### config.mk
export PLATFORM = sky130hd
export DESIGN_NAME = rr_arbiter_8
export DESIGN_NICKNAME = d
export VERILOG_FILES = /design/src/rtl/arb_pkg.sv /design/src/rtl/rr_pick.sv /design/src/rtl/rr_arbiter_8.sv
export SDC_FILE = /design/constraint.sdc
export NUM_CORES = 1
export LEC_CHECK = 0
export ABC_AREA = 1
export BUFFER_PORTS_ARGS = -buffer_cell sky130_fd_sc_hd__buf_2
export CORE_AREA = 5 5 54 56
export CTS_BUF_LIST = sky130_fd_sc_hd__clkbuf_8
export DETAILED_ROUTE_END_ITERATION = 8
export DIE_AREA = 0 0 59 61
export GPL_ROUTABILITY_DRIVEN = 0
export PLACE_DENSITY = 0.65
export SETUP_SLACK_MARGIN = 0.5
export SKIP_CTS_REPAIR_TIMING = 1
export SYNTH_ARGS = -nofsm -noshare
export SYNTH_HDL_FRONTEND = slang
export SYNTH_SLANG_ARGS = --single-unit
### constraint.sdc
create_clock -name clk -period 1.6 [get_ports clk]
set_input_delay 0.32 -clock clk [delete_from_list [all_inputs] [get_ports clk]]
set_output_delay 0.32 -clock clk [all_outputs]
set_load 0.1 [all_outputs]
### src/rtl/arb_pkg.sv
// arb_pkg: shared constants, state encoding and MSB-first priority encoder for rr_arbiter_8
package arb_pkg;
  localparam int N_REQ = 8;
  localparam int ID_W = 3;
  localparam int DEF_MAX_HOLD = 16;
  typedef enum logic {ST_IDLE = 1'b0, ST_GRANT = 1'b1} state_t;
  function automatic logic [ID_W-1:0] msb_idx(input logic [N_REQ-1:0] v);
    msb_idx = '0;
    for (int i = 0; i < N_REQ; i++) if (v[i]) msb_idx = ID_W'(i);
  endfunction
endpackage

### src/rtl/rr_pick.sv
// rr_pick: round-robin winner select, masked MSB-first encode falling back to unmasked
module rr_pick
  import arb_pkg::*;
(
  input  logic [N_REQ-1:0] req,
  input  logic [ID_W-1:0]  ptr,
  output logic [ID_W-1:0]  win_id,
  output logic             win_vld
);
  logic [N_REQ-1:0] mask, masked;
  // bits strictly below the last grant get priority, descending with wrap 0->7
  always_comb begin
    mask = (N_REQ'(1) << ptr) - N_REQ'(1);
    masked = req & mask;
    win_id = |masked ? msb_idx(masked) : msb_idx(req);
    win_vld = |req;
  end
endmodule

### src/rtl/rr_arbiter_8.sv
// rr_arbiter_8: 8-way round-robin arbiter with grant hold; optional forced release under ARB_TIMEOUT_EN
module rr_arbiter_8
  import arb_pkg::*;
(
  input  logic             clk,
  input  logic             rst,
  input  logic [N_REQ-1:0] req,
  input  logic             done,
  output logic [N_REQ-1:0] gnt,
  output logic [ID_W-1:0]  gnt_id,
  output logic             gnt_valid,
  output logic             timeout
);
  state_t state;
  logic [ID_W-1:0] ptr, win_id;
  logic win_vld, tmo, rel, arb;
  logic [N_REQ-1:0] pick_req;
  rr_pick u_pick (.req(pick_req), .ptr(ptr), .win_id(win_id), .win_vld(win_vld));
  // the releasing holder is excluded so it goes to the back of the rotation
  always_comb begin
    rel = (state == ST_GRANT) && (done || !req[gnt_id] || tmo);
    arb = (state == ST_IDLE) || rel;
    pick_req = req & ~gnt;
  end
`ifdef ARB_TIMEOUT_EN
  localparam int MAX_HOLD = DEF_MAX_HOLD;
  localparam int CNT_W = $clog2(MAX_HOLD);
  logic [CNT_W-1:0] hold_cnt;
  assign tmo = (state == ST_GRANT) && (hold_cnt == CNT_W'(MAX_HOLD - 1));
  // tenure counter restarts on every arbitration and times out the holder
  always_ff @(posedge clk) begin
    if (rst) begin
      hold_cnt <= '0;
      timeout <= 1'b0;
    end else begin
      hold_cnt <= arb ? '0 : hold_cnt + CNT_W'(1);
      timeout <= tmo;
    end
  end
`else
  assign tmo = 1'b0;
  assign timeout = 1'b0;
`endif
  // grant FSM: arbitrate from IDLE or on release, otherwise hold the grant
  always_ff @(posedge clk) begin
    if (rst) begin
      state <= ST_IDLE;
      gnt <= '0;
      gnt_id <= '0;
      gnt_valid <= 1'b0;
      ptr <= ID_W'(N_REQ - 1);
    end else if (arb) begin
      state <= win_vld ? ST_GRANT : ST_IDLE;
      gnt <= win_vld ? N_REQ'(1) << win_id : '0;
      gnt_id <= win_vld ? win_id : '0;
      gnt_valid <= win_vld;
      ptr <= win_vld ? win_id : ptr;
    end
  end
endmodule

# ---- Word-level counts from Yosys, hierarchy flattened
# Index checks and enable logic that the tools add are counted.
dict set report word_totals {
  wordCells 40
  input_bits 11
  mem_bits_rw 0
  register_bits 16
  latch_bits 0
  memories 0
  romBits 0
  output_inout_bits 13
}
dict set report classes {
  multipliers 0
  mux 20
  add_sub_neg 1
  n_eq_ne 0
  n_bitwise 4
  shift 2
  n_div 0
  order_cmp 1
  n_reduce_logical 7
}
# cell count
set op_table {}
lappend op_table {{3-bit two-way mux} 10}
lappend op_table {{8-bit bitwise AND} 2}
lappend op_table {{8-bit OR reduction} 2}
lappend op_table {{1-bit by 3-bit left shift with 8-bit output (first input constant)} 2}
lappend op_table {{2-bit two-way mux} 4}
lappend op_table {{8-bit two-way mux} 1}
lappend op_table {{8-bit NOT} 1}
lappend op_table {{8-bit by 2-bit subtractor with 8-bit output (second input constant)} 1}
lappend op_table {{3-bit by 4-bit < comparator with 1-bit output (second input constant)} 1}
lappend op_table {{1-bit two-way mux} 4}
lappend op_table {{1-bit binary-select mux with 3-bit select} 1}
lappend op_table {{1-bit logical OR} 2}
lappend op_table {{2-bit AND reduction} 1}
lappend op_table {{1-bit logical AND} 1}
lappend op_table {{1-bit logical NOT} 1}
lappend op_table {{1-bit NOT} 1}

# ---- Longest topological paths before layout
dict set report depth {
  depth_word 13
  ltp_mapped 13
  mapped_depth_nobuf 13
}

# ---- By module
# A second synthesis with hierarchy kept.
dict set report hier_totals {
  hier_cells 165
  area_unflattened_um2 1082.3
}
# mod n_inst area_per_inst_um2 cells_per_inst seq_area_each_um2
set by_module_without_submodules {}
lappend by_module_without_submodules {rr_arbiter_8 1 863.3 119 300.3}
lappend by_module_without_submodules {rr_pick 1 219.0 46 0.0}

# ---- Worst setup path before layout
# No wires, ideal clock.
dict set report synth_timing {
  kind {flip-flop to flip-flop}
  from {reg gnt_id[0]}
  to {reg gnt[0]}
  slack_ns -0.449
  setup_ns 0.069
  stages_incl_launch_ff 10
  n_path_buf 1
  period_less_slack_ns 2.049
  arrival_time_ns 1.980
  cell_sequence {dfxtp_1 nor2_1 nor2_1 o21ai_0 nand3_1 nand3_4 inv_2 buf_6 nand2_1 a21oi_2}
}
dict set report synth_via {
  elab_chain_len 6
}
# item line_no
set synth_rtl {}
lappend synth_rtl {{start, declared} rr_arbiter_8.sv:10} ;# output logic [ID_W-1:0] gnt_id,
lappend synth_rtl {{start signal, assigned} rr_arbiter_8.sv:55} ;# gnt_id <= win_vld ? win_id : '0;
lappend synth_rtl {{1-bit binary-select mux with 3-bit select} rr_arbiter_8.sv:21} ;# rel = (state == ST_GRANT) && (done || !req[gnt_id] || tmo);
lappend synth_rtl {{1-bit two-way mux (implied by the code)} rr_arbiter_8.sv:21}
lappend synth_rtl {{1-bit logical NOT} rr_arbiter_8.sv:21}
lappend synth_rtl {{1-bit logical OR} rr_arbiter_8.sv:21}
lappend synth_rtl {{1-bit logical AND} rr_arbiter_8.sv:21}
lappend synth_rtl {{1-bit logical OR} rr_arbiter_8.sv:22} ;# arb = (state == ST_IDLE) || rel;
lappend synth_rtl {{end signal, assigned} rr_arbiter_8.sv:54} ;# gnt <= win_vld ? N_REQ'(1) << win_id : '0;
lappend synth_rtl {{end, declared} rr_arbiter_8.sv:9} ;# output logic [N_REQ-1:0] gnt,
# No other way between the ends. The select of a mux whose other input is x is not followed.
# A chain may end at the register's enable or synchronous reset.

# ---- Worst setup path after layout
dict set report layout_timing {
  from {reg ptr[1]}
  to {reg gnt_id[0]}
}
dict set report layout_via {
  elab_chain_len 12
  elab_cells_between_ends 13
}
# item line_no
set layout_rtl {}
lappend layout_rtl {{start, declared} rr_arbiter_8.sv:15} ;# logic [ID_W-1:0] ptr, win_id;
lappend layout_rtl {{start signal, assigned} rr_arbiter_8.sv:51} ;# ptr <= ID_W'(N_REQ - 1);
lappend layout_rtl {{start signal, assigned} rr_arbiter_8.sv:57} ;# ptr <= win_vld ? win_id : ptr;
lappend layout_rtl {{1-bit by 3-bit left shift with 8-bit output (*)} rr_pick.sv:13} ;# mask = (N_REQ'(1) << ptr) - N_REQ'(1);
lappend layout_rtl {{8-bit by 2-bit subtractor with 8-bit output (*)} rr_pick.sv:13}
lappend layout_rtl {{8-bit bitwise AND (*)} rr_pick.sv:14} ;# masked = req & mask;
lappend layout_rtl {{1-bit two-way mux} arb_pkg.sv:9} ;# for (int i = 0; i < N_REQ; i++) if (v[i]) msb_idx = ID_W'(i);
lappend layout_rtl {{2-bit two-way mux (2 in a row)} arb_pkg.sv:9}
lappend layout_rtl {{3-bit two-way mux (4 in a row)} arb_pkg.sv:9}
lappend layout_rtl {{3-bit two-way mux (*)} rr_pick.sv:15} ;# win_id = |masked ? msb_idx(masked) : msb_idx(req);
lappend layout_rtl {{3-bit two-way mux (*)} rr_arbiter_8.sv:55}
# Mark *: on every way between the ends. The rest lies on a longest branch, timed or not.

==> impl_metrics.json <==
{
  "global_route.usage.total": 0.170,
  "grt_antenna_before_repair": 0,
  "n_antenna_cell": 0,
  "overflow": 0,
  "worstPathCellList": "nor2_2, nor2_2, inv_1, nand2_2, nor2_4, nor2b_4, nand2_4, nand2_8, nand2_1, a21oi_1",
  "worstSetupStartpointType": "flip-flop",
  "first_pass_grt_wire_length_microns": 4590,
  "synth.lib_cells_used.distinct": 25,
  "worstSetupEndpointType": "flip-flop",
  "timing.critical_path.from": "ptr[1]$_SDFFE_PP1P_",
  "synth.area.top_cells": "sky130_fd_sc_hd__dfxtp_1 (30%), sky130_fd_sc_hd__nand2_1 (20%), sky130_fd_sc_hd__inv_1 (6.4%)",
  "timing.final.setup_violations": 0,
  "finClkSkew_ns": 0.00284,
  "worstSkewPairLatency_ns": 0.26,
  "hold_viol_final": 0,
  "multi_input_area_sq_um": 738,
  "cts_max_path_buffers": 2,
  "path_buf_inv": 1,
  "syn_to_final_growth_pct": 64.5,
  "nets": 198,
  "boundaryPins": 24,
  "dieHeight_microns": 61,
  "timing.final.crit_period_ns": 1.51,
  "cp_top_family": "simple AND/OR/NAND/NOR gates",
  "setup_cp_type": "flip-flop to flip-flop",
  "fin_hold_ws_ns": 0.443,
  "mean_syn_cell_area_sq_um": 6.38,
  "fp.coreArea_sq_um": 2390,
  "synth.yosys.seq_area_share": 0.302,
  "routedWlPerCell_microns": 15.8,
  "dp_slack_ns": 0.0295,
  "max_freq_mhz": 661,
  "timing.critical_path.depth": 10,
  "htree_levels": 1,
  "detail_route.drc_violations": 0,
  "yosysWarningCount": 0,
  "die_w_microns": 59,
  "part_of_the_cycle_the_worst_path_needs": 0.946,
  "synthDominantCellAreaShare": 0.302,
  "nFillCells": 190,
  "drt-pass1-iter-count": 4,
  "required_ns": 1.78,
  "starting_density": 0.417,
  "critical_path.reg2reg.startpoint": "ptr[1]$_SDFFE_PP1P_",
  "synth-seq-cells": 15,
  "hold_path_depth": 2,
  "path_clk_slew_ns": 0.07,
  "status": "finished, final reports clean",
  "reg2regPathDepth": 10,
  "finish.utilization": 0.686,
  "layout_setup_ws_ns": 0.0862,
  "hold_path.class": "input pin to flip-flop",
  "syn-num-nets": 167,
  "routed-via-count": 1143,
  "critPathSlowestCell": "sky130_fd_sc_hd__dfxtp_4",
  "tritoncts.num_buffers": 3,
  "grt_pass1_vias": 1048,
  "yosys.area.top_type": "sky130_fd_sc_hd__dfxtp_1",
  "grt_max_degree": 15,
  "tritoncts": "built",
  "post_synth_inst_count": 156,
  "root_buffer": "sky130_fd_sc_hd__clkbuf_8",
  "crit_path_max_incr_delay_ns": 0.37,
  "final_max_slew_viol_count": 0,
  "vias_per_instance": 5.29,
  "min_delay_startpoint": "rst",
  "dp_hpwl_microns": 2150,
  "ff_latch_area_sq_um": 354,
  "die_area_sq_um": 3600,
  "portBuffers": 22,
  "postLayoutCellArea_sq_um": 1640,
  "maxCapViolCount": 0,
  "critical_path_peak_fanout": 7,
  "critical_path_arrival_ns": 1.69,
  "detailed_place.area_sq_um": 1180,
  "antenna_violating_nets_post_route": 0,
  "drive_above_1_share": 0.602,
  "setup_repair_after_global_routing_missed_its_margin": "true",
  "critPathMostFrequentCell": "sky130_fd_sc_hd__nor2_2",
  "finalWirelength_microns": 3410,
  "synthesized_area_sq_um": 995,
  "cts.sink_count": 15,
  "drt_first_iter_violations": 27,
  "core.rowCount": 18
}
-- state kept, by name, indices dropped and copies added, names as in the netlist --
name and flops:
gnt 8, gnt_id 3, ptr 3, gnt_valid 1
-- path summary, 6_finish.rpt --
| check | end | slack, ns |
|---|---|---|
| worst max register to register | gnt_id[0]$_SDFFE_PP0N_ | 0.09 |
| worst min register to register | gnt[7]$_SDFFE_PP0N_ | 0.51 |
| worst max-delay path | gnt_id[0]$_SDFFE_PP0N_ | 0.09 |
| worst min-delay path | gnt[6]$_SDFFE_PP0N_ | 0.44 |
-- stage by stage --
stage                     setup TNS [ns]  instances
after floorplan                        0        156
after global placement                 0        205
after detailed placement               0        205
after CTS                              0        209
after global routing            -0.00273        216
final                                  0        216
-- cell usage after synthesis --
cell type / n
sky130_fd_sc_hd__a21oi_1: 10
sky130_fd_sc_hd__a21oi_2: 5
sky130_fd_sc_hd__buf_4: 1
sky130_fd_sc_hd__buf_6: 1
sky130_fd_sc_hd__clkbuf_1: 1
sky130_fd_sc_hd__conb_1: 1
sky130_fd_sc_hd__dfxtp_1: 15
sky130_fd_sc_hd__inv_1: 17
sky130_fd_sc_hd__inv_2: 6
sky130_fd_sc_hd__nand2_1: 53
sky130_fd_sc_hd__nand2_2: 8
sky130_fd_sc_hd__nand2_4: 2
sky130_fd_sc_hd__nand3_1: 10
sky130_fd_sc_hd__nand3_2: 2
sky130_fd_sc_hd__nand3_4: 1
sky130_fd_sc_hd__nand4_1: 1
sky130_fd_sc_hd__nor2_1: 9
sky130_fd_sc_hd__nor2_2: 4
sky130_fd_sc_hd__nor2_4: 1
sky130_fd_sc_hd__nor2b_4: 1
sky130_fd_sc_hd__nor3_1: 1
sky130_fd_sc_hd__o211ai_1: 1
sky130_fd_sc_hd__o21ai_0: 3
sky130_fd_sc_hd__o21ai_1: 1
sky130_fd_sc_hd__or2_1: 1
-- per-layer routing --
layer	wire [microns]	track usage	vias up
li1	-	-	543
met1	1370	0.215	544
met2	1730	0.281	47
met3	211	0.0277	9
met4	92	0.0841	0
met5	0	0	-
-- cell families after synthesis --
kind of cell / Yosys count / share of synthesized area
other: 1 / 0.00377
buffers and inverters: 26 / 0.109
and+or+nand+nor: 94 / 0.463
DFF: 15 / 0.302
AOI/OAI and AO/OA: 20 / 0.122
-- placed cells by master, fill, tap and decap left out, types with 7 or more instances in the layout --
cell | synthesis | layout
sky130_fd_sc_hd__nand2_1 | 53 | 37
sky130_fd_sc_hd__buf_2 | 0 | 10
sky130_fd_sc_hd__inv_2 | 6 | 8
sky130_fd_sc_hd__buf_12 | 0 | 11
sky130_fd_sc_hd__dfxtp_4 | 0 | 14
sky130_fd_sc_hd__nand2_2 | 8 | 20
sky130_fd_sc_hd__a21oi_2 | 5 | 7
sky130_fd_sc_hd__a21oi_1 | 10 | 8
sky130_fd_sc_hd__inv_1 | 17 | 11
-- worst reg2reg max path, cell delays in order, from the launching register on --
cell and delay [ns]:
sky130_fd_sc_hd__dfxtp_4 0.37, sky130_fd_sc_hd__nor2_2 0.14, sky130_fd_sc_hd__nor2_2 0.07, sky130_fd_sc_hd__inv_1 0.07, sky130_fd_sc_hd__nand2_2 0.06, sky130_fd_sc_hd__nor2_4 0.12, sky130_fd_sc_hd__nor2b_4 0.18, sky130_fd_sc_hd__nand2_4 0.07
sky130_fd_sc_hd__nand2_8 0.11, sky130_fd_sc_hd__nand2_1 0.09, sky130_fd_sc_hd__a21oi_1 0.15
-- final cells by class --
cell class	instances	area share
multi-input combinational	115	0.451
clock buffer	3	0.0252
clock inverter	1	0.00306
sequential	15	0.216
timing repair buffer	28	0.211
timing repair inverter	1	0.00535
inverter	23	0.0650
tap	30	0.0229
Power is not shown: default switching activity piles up to over one toggle a cycle in this logic, so the estimate is an artifact.
